`config.mk`:
```
export PLATFORM = sky130hd
export DESIGN_NAME = cu_multicore_seq_flat
export DESIGN_NICKNAME = d
export VERILOG_FILES = /design/src/rtl/cu_pkg.sv /design/src/rtl/cu_multicore_seq_if.sv /design/src/rtl/cu_ctrl_rom.sv /design/src/rtl/cu_multicore_seq.sv /design/src/flat_wrapper.sv
export SDC_FILE = /design/constraint.sdc
export NUM_CORES = 1
export LEC_CHECK = 0
export BUFFER_PORTS_ARGS = -buffer_cell sky130_fd_sc_hd__buf_2
export CAP_MARGIN = 20
export CORE_MARGIN = 4
export CORE_UTILIZATION = 34
export DETAILED_ROUTE_END_ITERATION = 7
export GPL_TIMING_DRIVEN = 1
export PLACE_DENSITY = 0.69
export SLEW_MARGIN = 20
export SYNTH_ARGS = -nofsm -noshare
export SYNTH_HDL_FRONTEND = slang
export SYNTH_SLANG_ARGS = --single-unit
```
`constraint.sdc`:
```
create_clock -name clk -period 1.3 [get_ports clk]
set_input_delay 0 -clock clk [delete_from_list [all_inputs] [get_ports clk]]
set_output_delay 0 -clock clk [all_outputs]
set_load 0.1 [all_outputs]
```
`src/rtl/cu_pkg.sv`:
```
// Shared types and constants for the lockstep multicore control unit:
// state encodings, opcodes, control-word bit positions and the control-word struct.
package cu_pkg;

  typedef logic [4:0] state_t;

  localparam state_t FETCH1 = 5'd0;
  localparam state_t FETCH2 = 5'd1;
  localparam state_t FETCH3 = 5'd2;
  localparam state_t DECODE = 5'd3;
  localparam state_t STAC1  = 5'd4;
  localparam state_t STAC2  = 5'd5;
  localparam state_t LDAC1  = 5'd6;
  localparam state_t LDAC2  = 5'd7;
  localparam state_t LDAC3  = 5'd8;
  localparam state_t ST1    = 5'd9;
  localparam state_t ST2    = 5'd10;
  localparam state_t ST3    = 5'd11;
  localparam state_t LD1    = 5'd12;
  localparam state_t LD2    = 5'd13;
  localparam state_t LD3    = 5'd14;
  localparam state_t MVAT1  = 5'd15;
  localparam state_t MVT1   = 5'd16;
  localparam state_t MVAR1  = 5'd17;
  localparam state_t MVR1   = 5'd18;
  localparam state_t CLAC1  = 5'd19;
  localparam state_t ADD1   = 5'd20;
  localparam state_t SUB1   = 5'd21;
  localparam state_t MULT1  = 5'd22;
  localparam state_t INC1   = 5'd23;
  localparam state_t JPNZ1  = 5'd24;
  localparam state_t NOP1   = 5'd25;
  localparam state_t END1   = 5'd26;

  localparam logic [3:0] OP_STAC = 4'd0;
  localparam logic [3:0] OP_LDAC = 4'd1;
  localparam logic [3:0] OP_ST   = 4'd2;
  localparam logic [3:0] OP_LD   = 4'd3;
  localparam logic [3:0] OP_MVAT = 4'd4;
  localparam logic [3:0] OP_MVT  = 4'd5;
  localparam logic [3:0] OP_MVAR = 4'd6;
  localparam logic [3:0] OP_MVR  = 4'd7;
  localparam logic [3:0] OP_CLAC = 4'd8;
  localparam logic [3:0] OP_ADD  = 4'd9;
  localparam logic [3:0] OP_SUB  = 4'd10;
  localparam logic [3:0] OP_MULT = 4'd11;
  localparam logic [3:0] OP_INC  = 4'd12;
  localparam logic [3:0] OP_JPNZ = 4'd13;
  localparam logic [3:0] OP_NOP  = 4'd14;
  localparam logic [3:0] OP_END  = 4'd15;

  // REGld = {Memoryin,ARld,PCld,DRld,IRld,TRld,Rld,ACld}
  localparam int RL_AC    = 0;
  localparam int RL_R     = 1;
  localparam int RL_TR    = 2;
  localparam int RL_IR    = 3;
  localparam int RL_DR    = 4;
  localparam int RL_PC    = 5;
  localparam int RL_AR    = 6;
  localparam int RL_MEMIN = 7;

  // BUSld = {Memoryout,PCbus,DRbus,TRbus,Rbus,ACbus}
  localparam int BL_AC  = 0;
  localparam int BL_R   = 1;
  localparam int BL_TR  = 2;
  localparam int BL_DR  = 3;
  localparam int BL_PC  = 4;
  localparam int BL_MEM = 5;

  localparam logic [1:0] ALU_ADD  = 2'd0;
  localparam logic [1:0] ALU_SUB  = 2'd1;
  localparam logic [1:0] ALU_MULT = 2'd2;
  localparam logic [1:0] ALU_INC  = 2'd3;

  typedef struct packed {
    logic       acselector;
    logic [1:0] aluop;
    logic [7:0] regld;
    logic [5:0] busld;
    logic       memwrite;
    logic [1:0] regreset;
    logic       reginc;
  } ctrl_word_t;

  localparam ctrl_word_t RESET_WORD = '{acselector: 1'b0, aluop: 2'd0, regld: 8'd0,
                                        busld: 6'd0, memwrite: 1'b0, regreset: 2'b11,
                                        reginc: 1'b0};

  function automatic state_t decode_op(input logic [3:0] op);
    case (op)
      OP_STAC: return STAC1;
      OP_LDAC: return LDAC1;
      OP_ST:   return ST1;
      OP_LD:   return LD1;
      OP_MVAT: return MVAT1;
      OP_MVT:  return MVT1;
      OP_MVAR: return MVAR1;
      OP_MVR:  return MVR1;
      OP_CLAC: return CLAC1;
      OP_ADD:  return ADD1;
      OP_SUB:  return SUB1;
      OP_MULT: return MULT1;
      OP_INC:  return INC1;
      OP_JPNZ: return JPNZ1;
      OP_NOP:  return NOP1;
      default: return END1;
    endcase
  endfunction

endpackage

```
`src/rtl/cu_multicore_seq_if.sv`:
```
// Control-unit bundle: opcode/flag/memory inputs, broadcast control word and status.
// instr_count exists only when CU_PERF_CNT_EN is defined.
interface cu_multicore_seq_if #(
  parameter int NUM_CORES = 3,
  parameter int CNT_W     = 16
);
  import cu_pkg::*;

  logic [3:0]           ins;
  logic [NUM_CORES-1:0] z;
  // mem_req is the valid side: it stays high, with mem_we and the address/data
  // bus selection stable, until a cycle in which mem_ready is sampled high; that
  // edge completes the access and mem_req drops for the commit cycle.
  logic                 mem_ready;
  logic                 ACselector;
  logic [1:0]           ALUop;
  logic [7:0]           REGld;
  logic [5:0]           BUSld;
  logic                 MemWrite;
  logic [1:0]           REGreset;
  logic                 REGinc;
  logic                 mem_req;
  logic                 mem_we;
  logic                 halted;
  state_t               dbg_state;
`ifdef CU_PERF_CNT_EN
  logic [CNT_W-1:0]     instr_count;
`endif

  modport master (
    input  ins, z, mem_ready,
    output ACselector, ALUop, REGld, BUSld, MemWrite, REGreset, REGinc,
    output mem_req, mem_we, halted, dbg_state
`ifdef CU_PERF_CNT_EN
    , output instr_count
`endif
  );

  modport slave (
    output ins, z, mem_ready,
    input  ACselector, ALUop, REGld, BUSld, MemWrite, REGreset, REGinc,
    input  mem_req, mem_we, halted, dbg_state
`ifdef CU_PERF_CNT_EN
    , input instr_count
`endif
  );

endinterface

```
`src/rtl/cu_ctrl_rom.sv`:
```
// Combinational state-to-control-word table, plus flags marking memory steps.
module cu_ctrl_rom
  import cu_pkg::*;
(
  input  state_t     state,
  output ctrl_word_t word,
  output logic       is_mem,
  output logic       mem_wr
);

  always_comb begin
    word   = '0;
    is_mem = 1'b0;
    mem_wr = 1'b0;
    case (state)
      FETCH1: begin word.regld[RL_AR] = 1'b1; word.busld[BL_PC] = 1'b1; end
      FETCH2: begin
        word.regld[RL_DR] = 1'b1; word.busld[BL_MEM] = 1'b1; word.reginc = 1'b1;
        is_mem = 1'b1;
      end
      FETCH3: begin word.regld[RL_IR] = 1'b1; word.busld[BL_DR] = 1'b1; end
      STAC1, LDAC1, ST1, LD1: begin word.regld[RL_AR] = 1'b1; word.busld[BL_DR] = 1'b1; end
      STAC2: begin
        word.regld[RL_MEMIN] = 1'b1; word.busld[BL_AC] = 1'b1; word.memwrite = 1'b1;
        is_mem = 1'b1; mem_wr = 1'b1;
      end
      LDAC2, LD2: begin
        word.regld[RL_DR] = 1'b1; word.busld[BL_MEM] = 1'b1; is_mem = 1'b1;
      end
      LDAC3: begin word.regld[RL_AC] = 1'b1; word.busld[BL_DR] = 1'b1; end
      ST2: begin word.regld[RL_DR] = 1'b1; word.busld[BL_AC] = 1'b1; end
      ST3: begin
        word.regld[RL_MEMIN] = 1'b1; word.busld[BL_DR] = 1'b1; word.memwrite = 1'b1;
        is_mem = 1'b1; mem_wr = 1'b1;
      end
      LD3:   begin word.regld[RL_R]  = 1'b1; word.busld[BL_DR] = 1'b1; end
      MVAT1: begin word.regld[RL_TR] = 1'b1; word.busld[BL_AC] = 1'b1; end
      MVT1:  begin word.regld[RL_AC] = 1'b1; word.busld[BL_TR] = 1'b1; end
      MVAR1: begin word.regld[RL_R]  = 1'b1; word.busld[BL_AC] = 1'b1; end
      MVR1:  begin word.regld[RL_AC] = 1'b1; word.busld[BL_R]  = 1'b1; end
      CLAC1: word.regreset = 2'b10;
      ADD1, SUB1, MULT1: begin
        word.regld[RL_AC] = 1'b1; word.busld[BL_R] = 1'b1; word.acselector = 1'b1;
        word.aluop = (state == ADD1) ? ALU_ADD : (state == SUB1) ? ALU_SUB : ALU_MULT;
      end
      INC1: begin word.regld[RL_AC] = 1'b1; word.acselector = 1'b1; word.aluop = ALU_INC; end
      // JPNZ1 carries the taken word; the sequencer blanks it when not taken.
      JPNZ1: begin word.regld[RL_PC] = 1'b1; word.busld[BL_DR] = 1'b1; end
      default: ;
    endcase
  end

endmodule

```
`src/rtl/cu_multicore_seq.sv`:
```
// Lockstep microcoded sequencer: registered control word, memory WAIT/COMMIT
// handshake, JPNZ zero-flag combine. Optional CU_PERF_CNT_EN adds instr_count.
module cu_multicore_seq
  import cu_pkg::*;
#(
  parameter int NUM_CORES     = 3,
  parameter int JPNZ_MODE     = 0,
  parameter int MEM_HANDSHAKE = 1,
  parameter int CNT_W         = 16
) (
  input logic                clk,
  input logic                resetCU,
  cu_multicore_seq_if.master bus
);

  state_t               state, state_nxt;
  logic                 waiting, waiting_nxt, hold;
  logic                 is_mem, mem_wr, jump;
  logic                 req_nxt, we_nxt;
  logic                 mem_req_q, mem_we_q, halted_q;
  logic [NUM_CORES-1:0] z_s;
  ctrl_word_t           rom_word, word_nxt, word_q;

  cu_ctrl_rom u_rom (
    .state  (state),
    .word   (rom_word),
    .is_mem (is_mem),
    .mem_wr (mem_wr)
  );

  assign z_s  = bus.z;
  assign jump = (JPNZ_MODE == 0) ? ~(&z_s) : ~(|z_s);

  always_comb begin
    state_nxt = FETCH1;
    case (state)
      FETCH1:  state_nxt = FETCH2;
      FETCH2:  state_nxt = FETCH3;
      FETCH3:  state_nxt = DECODE;
      DECODE:  state_nxt = decode_op(bus.ins);
      STAC1:   state_nxt = STAC2;
      LDAC1:   state_nxt = LDAC2;
      LDAC2:   state_nxt = LDAC3;
      ST1:     state_nxt = ST2;
      ST2:     state_nxt = ST3;
      LD1:     state_nxt = LD2;
      LD2:     state_nxt = LD3;
      END1:    state_nxt = END1;
      default: state_nxt = FETCH1;
    endcase
  end

  // A memory step shows its bus selection with mem_req until mem_ready is seen
  // while waiting; only then does the full word go out once and the state move on.
  always_comb begin
    word_nxt    = rom_word;
    req_nxt     = 1'b0;
    we_nxt      = 1'b0;
    waiting_nxt = 1'b0;
    hold        = 1'b0;
    if ((MEM_HANDSHAKE != 0) && is_mem && !(waiting && bus.mem_ready)) begin
      word_nxt       = '0;
      word_nxt.busld = rom_word.busld;
      req_nxt        = 1'b1;
      we_nxt         = mem_wr;
      waiting_nxt    = 1'b1;
      hold           = 1'b1;
    end
    if ((state == JPNZ1) && !jump) word_nxt = '0;
  end

  always_ff @(posedge clk) begin
    if (resetCU) begin
      state     <= FETCH1;
      waiting   <= 1'b0;
      word_q    <= RESET_WORD;
      mem_req_q <= 1'b0;
      mem_we_q  <= 1'b0;
      halted_q  <= 1'b0;
    end else begin
      state     <= hold ? state : state_nxt;
      waiting   <= waiting_nxt;
      word_q    <= word_nxt;
      mem_req_q <= req_nxt;
      mem_we_q  <= we_nxt;
      if (state == END1) halted_q <= 1'b1;
    end
  end

`ifdef CU_PERF_CNT_EN
  logic [CNT_W-1:0] count_q;

  always_ff @(posedge clk) begin
    if (resetCU)              count_q <= '0;
    else if (state == DECODE) count_q <= count_q + CNT_W'(1);
  end

  assign bus.instr_count = count_q;
`endif

  assign bus.ACselector = word_q.acselector;
  assign bus.ALUop      = word_q.aluop;
  assign bus.REGld      = word_q.regld;
  assign bus.BUSld      = word_q.busld;
  assign bus.MemWrite   = word_q.memwrite;
  assign bus.REGreset   = word_q.regreset;
  assign bus.REGinc     = word_q.reginc;
  assign bus.mem_req    = mem_req_q;
  assign bus.mem_we     = mem_we_q;
  assign bus.halted     = halted_q;
  assign bus.dbg_state  = state;

endmodule

```
`src/flat_wrapper.sv`:
```
// flat-port wrapper written by rule: the top's interface ports become plain ports
module cu_multicore_seq_flat import cu_pkg::*;
#(
  parameter int NUM_CORES     = 3,
  parameter int JPNZ_MODE     = 0,
  parameter int MEM_HANDSHAKE = 1,
  parameter int CNT_W         = 16
)
  (clk, resetCU, bus_ins, bus_z, bus_mem_ready, bus_ACselector, bus_ALUop, bus_REGld, bus_BUSld, bus_MemWrite, bus_REGreset, bus_REGinc, bus_mem_req, bus_mem_we, bus_halted, bus_dbg_state);
  cu_multicore_seq_if #(.NUM_CORES(NUM_CORES), .CNT_W(CNT_W)) bus_i ();
  input logic clk;
  input logic resetCU;
  input wire logic [$bits(bus_i.ins)-1:0] bus_ins;
  input wire logic [$bits(bus_i.z)-1:0] bus_z;
  input wire logic [$bits(bus_i.mem_ready)-1:0] bus_mem_ready;
  output wire logic [$bits(bus_i.ACselector)-1:0] bus_ACselector;
  output wire logic [$bits(bus_i.ALUop)-1:0] bus_ALUop;
  output wire logic [$bits(bus_i.REGld)-1:0] bus_REGld;
  output wire logic [$bits(bus_i.BUSld)-1:0] bus_BUSld;
  output wire logic [$bits(bus_i.MemWrite)-1:0] bus_MemWrite;
  output wire logic [$bits(bus_i.REGreset)-1:0] bus_REGreset;
  output wire logic [$bits(bus_i.REGinc)-1:0] bus_REGinc;
  output wire logic [$bits(bus_i.mem_req)-1:0] bus_mem_req;
  output wire logic [$bits(bus_i.mem_we)-1:0] bus_mem_we;
  output wire logic [$bits(bus_i.halted)-1:0] bus_halted;
  output wire logic [$bits(bus_i.dbg_state)-1:0] bus_dbg_state;
  assign bus_i.ins = bus_ins;
  assign bus_i.z = bus_z;
  assign bus_i.mem_ready = bus_mem_ready;
  assign bus_ACselector = bus_i.ACselector;
  assign bus_ALUop = bus_i.ALUop;
  assign bus_REGld = bus_i.REGld;
  assign bus_BUSld = bus_i.BUSld;
  assign bus_MemWrite = bus_i.MemWrite;
  assign bus_REGreset = bus_i.REGreset;
  assign bus_REGinc = bus_i.REGinc;
  assign bus_mem_req = bus_i.mem_req;
  assign bus_mem_we = bus_i.mem_we;
  assign bus_halted = bus_i.halted;
  assign bus_dbg_state = bus_i.dbg_state;
  cu_multicore_seq #(.NUM_CORES(NUM_CORES), .JPNZ_MODE(JPNZ_MODE), .MEM_HANDSHAKE(MEM_HANDSHAKE), .CNT_W(CNT_W)) u_core (.clk(clk), .resetCU(resetCU), .bus(bus_i));
endmodule
```
==> results.tsv <==
metric	value	unit
hold_sp	resetCU	
sequence of cells on the critical path	and2b_1 -> nand2_2 -> or2_4 -> nor2_2 -> o2bb2ai_1	
hpwl dp	3030	um
Layout Area Growth over Synthesis	57.4	%
WS Path Type	flip-flop to flip-flop	
final std cells w/o fill	294	
latest clock arrival within the worst-skew pair	0.27	ns
TritonCTS Buffers	3	
clock buffer depth	2	
Port Buffers	38	
crit path capture type	flip-flop	
FILL cells	372	
ratio of cells with drive above 1 in the final layout	0.508	
synthesis warning total	0	
DIE AREA	5300	um^2
post-route ant nets	0	
Tot GR Track Use	0.161	
core area	4030	um^2
f_max	0.749	GHz
Root Buffer	clkbuf_8	
failing checks	negative setup slack	
Final Slew Violations	0	
die width	72.8	um
critical path required time	1.51	ns
Worst EP arrival	1.54	ns
RSZ-0062 raised after global routing	yes	
Die Span Y	72.8	um
number of remaining DRC errors	0	
Hold EP	u_core.bus.halted$_SDFFE_PP0N_	
CP peak stage delay	0.37	ns
Main synth FF type	dfxtp_1	
final period demand of the worst path	1.33	ns
Finished Core Util	0.558	
slowest cell on the critical path	dfxtp_4	
post-route cell area	2250	um^2
mapped cell area	1430	um^2
total iterations of the first detailed-routing run	4	
number of global-route vias before repair	1388	
syn nets	188	
initial DRC count	92	
synthesis-stage register bit count	28	
initial antenna violation count	0	
library cells used by synthesis	47	
r2r endpoint	u_core.bus.dbg_state[1]$_SDFFE_PP0N_	
drt total wl	4370	um
worst clock skew	0.00660	ns
hold_ws	0.0571	ns
maxcap violations	0	
GP Congestion	0.871	
Commonest cells post-synth	dfxtp_1, nor2_1, nand2_1	
I/O pin total	39	
Post-Place Cells	280	
placed cell area	1980	um^2
Via Count	1493	
first-pass GRT wire length	6590	um
Avg WL per Cell	14.9	um
Placement Setup Slack	-0.0591	ns
final worst setup slack	-0.0350	ns
Critical Path Fanout Max	5	
vias per inst	5.08	
clk slew on worst S/H paths	0.09	ns
FF-to-FF path depth	5	
register area share after synthesis	0.393	
Worst slew margin	0.673	
Post-synth EDFFs	0	
Synth area leaders	dfxtp_1, nor2_1, nor2b_1, o21ai_0, ha_1	
H-Tree Depth	1	
reg2reg setup slack	-0.03	ns
largest net degree at the start of global routing	16	
Worst R2R Start	u_core.bus.dbg_state[4]$_SDFFE_PP0N_	
effective utilization at floorplan	0.354	
CTS sink count	28	
cell count after synthesis	174	
GRT overflow	0	
WHS Path Cells	2	
power per cell area	2090	nW/um^2
# setup viols final	4	
n_diodes	0	
final worst-path cycle share	1.03	
status	finished with violations	
Worst Tran Pin Value	0.494	ns
Mean Syn Cell Area	8.20	um^2
Static Leak	0.975	nW
Yosys top cell area share	0.393	
worst hold path class	primary input to flip-flop	
peak supply drop	0.000722	V
Synth area leader	dfxtp_1	
critical path startpoint category	flip-flop	
CTS tree	done	
most common cell in the netlist	dfxtp_1	
Layout Nets	259	
Fin. Hold Viols	0	
Rows	23	
Async S/R FF share, synth	0	
-- cells by family after synthesis --
logic type	share of synthesized area
and+or+nand+nor	0.258
AOI/OAI and AO/OA	0.229
DFF	0.393
buffers and inverters	0.0727
adders and majority gates	0.0351
xor gates and xnor gates	0.00614
muxes	0.00701
-- worst max-delay path: cells and delay by family (launching register included) --
kind            cells  cell delay (ns)
simple gates        4             0.79
flops               1             0.37
compound gates      1             0.12
-- cell type report --
type	instances	area, um^2	area share
timing repair buffer	79	598	0.266
tap	50	62.6	0.0278
sequential	28	582	0.259
multi-input combinational	127	937	0.417
inverter	6	22.5	0.0100
clock buffer	4	45.0	0.0200
-- metrics by stage --
| step | power (mW) | TNS [ns] |
|---|---|---|
| detailed placement | 3.80 | -0.108 |
| floorplan | 3.17 | -1.57 |
| global route | 4.89 | -0.486 |
| CTS | 4.48 | -0.0449 |
| finish | 4.69 | -0.106 |
| global placement | 3.78 | -0.447 |
-- layout by cell type (no fill, tap or decap), types with 2 or more instances in the layout --
| master | Yosys | routed |
|---|---|---|
| dfxtp_2 | 0 | 2 |
| clkbuf_8 | 0 | 3 |
| a22oi_1 | 2 | 2 |
| inv_1 | 6 | 6 |
| a31oi_1 | 4 | 4 |
| ha_1 | 4 | 4 |
| buf_12 | 0 | 7 |
| buf_2 | 8 | 34 |
| nor2_2 | 0 | 3 |
| and2_1 | 2 | 2 |
| a21oi_1 | 9 | 7 |
| o22ai_1 | 3 | 2 |
| nor3_2 | 0 | 4 |
| nor2b_1 | 10 | 5 |
| nand2_2 | 1 | 2 |
| dfxtp_4 | 0 | 5 |
| buf_4 | 3 | 36 |
| nor2b_2 | 0 | 2 |
| o211ai_1 | 2 | 2 |
| nand2_1 | 13 | 12 |
| nand3_1 | 4 | 3 |
| o21ai_1 | 2 | 4 |
| nor2_1 | 20 | 14 |
| o21bai_4 | 1 | 3 |
| nor4_2 | 1 | 2 |
| a21oi_2 | 0 | 2 |
| o21ai_0 | 11 | 9 |
| dfxtp_1 | 28 | 21 |
| nor2_4 | 0 | 3 |
| nor2b_4 | 0 | 3 |
| nand2b_1 | 5 | 4 |
| nor3_1 | 8 | 4 |
-- power by group --
group          leakage (nW)  switching (mW)  internal, mW
Clock                0.0228           0.261         0.220
Sequential            0.233           0.129          1.02
Combinational         0.720            2.03          1.03
-- worst max path at each step --
| stage | start | to | cells after the start |
|---|---|---|---|
| 2_1_floorplan | u_core.bus.dbg_state[0]$_SDFFE_PP0N_ | u_core.bus.dbg_state[1]$_SDFFE_PP0N_ | 6 |
| 3_3_place_gp | u_core.bus.dbg_state[3]$_SDFFE_PP0N_ | u_core.bus.dbg_state[2]$_SDFFE_PP0N_ | 5 |
| 3_5_place_dp | u_core.bus.dbg_state[3]$_SDFFE_PP0N_ | u_core.bus.dbg_state[2]$_SDFFE_PP0N_ | 5 |
| 4_1_cts | u_core.bus.dbg_state[3]$_SDFFE_PP0N_ | u_core.bus.dbg_state[3]$_SDFFE_PP0N_ | 5 |
| 5_1_grt | u_core.bus.dbg_state[1]$_SDFFE_PP0N_ | u_core.bus.dbg_state[3]$_SDFFE_PP0N_ | 6 |
| 6_report | u_core.bus.dbg_state[4]$_SDFFE_PP0N_ | u_core.bus.dbg_state[1]$_SDFFE_PP0N_ | 5 |
-- registers in the layout, summed over array words and instances, names as in the netlist --
signal	cells
u_core.bus.mem_we	1
u_core.bus.halted	1
u_core.bus.ACselector	1
u_core.bus.BUSld	6
u_core.waiting	1
u_core.bus.REGinc	1
u_core.bus.REGreset	2
u_core.bus.MemWrite	1
u_core.bus.dbg_state	5
u_core.bus.REGld	7
u_core.bus.ALUop	2
-- metal layers --
| metal | part of all wire | up-vias | routed length, um | track usage |
|---|---|---|---|---|
| met5 | 0 | - | 0 | 0 |
| met4 | 0.018 | 0 | 77 | 0.0635 |
| met3 | 0.064 | 8 | 280 | 0.0289 |
| met2 | 0.51 | 53 | 2230 | 0.287 |
| met1 | 0.41 | 688 | 1790 | 0.188 |
| li1 | - | 744 | - | - |
-- timing repair --
action / 4_1_cts / 5_1_grt
setup buffers: 5 / 4
endpoints found under the setup margin: 11 / 17
hold buffers: 1 / 0
cloned: 1 / 0
resized for setup: 8 / 18
endpoints found under the hold margin: 1 / 0
pin swaps: 4 / 7
No activity file was read; power rests on OpenSTA's default activity.
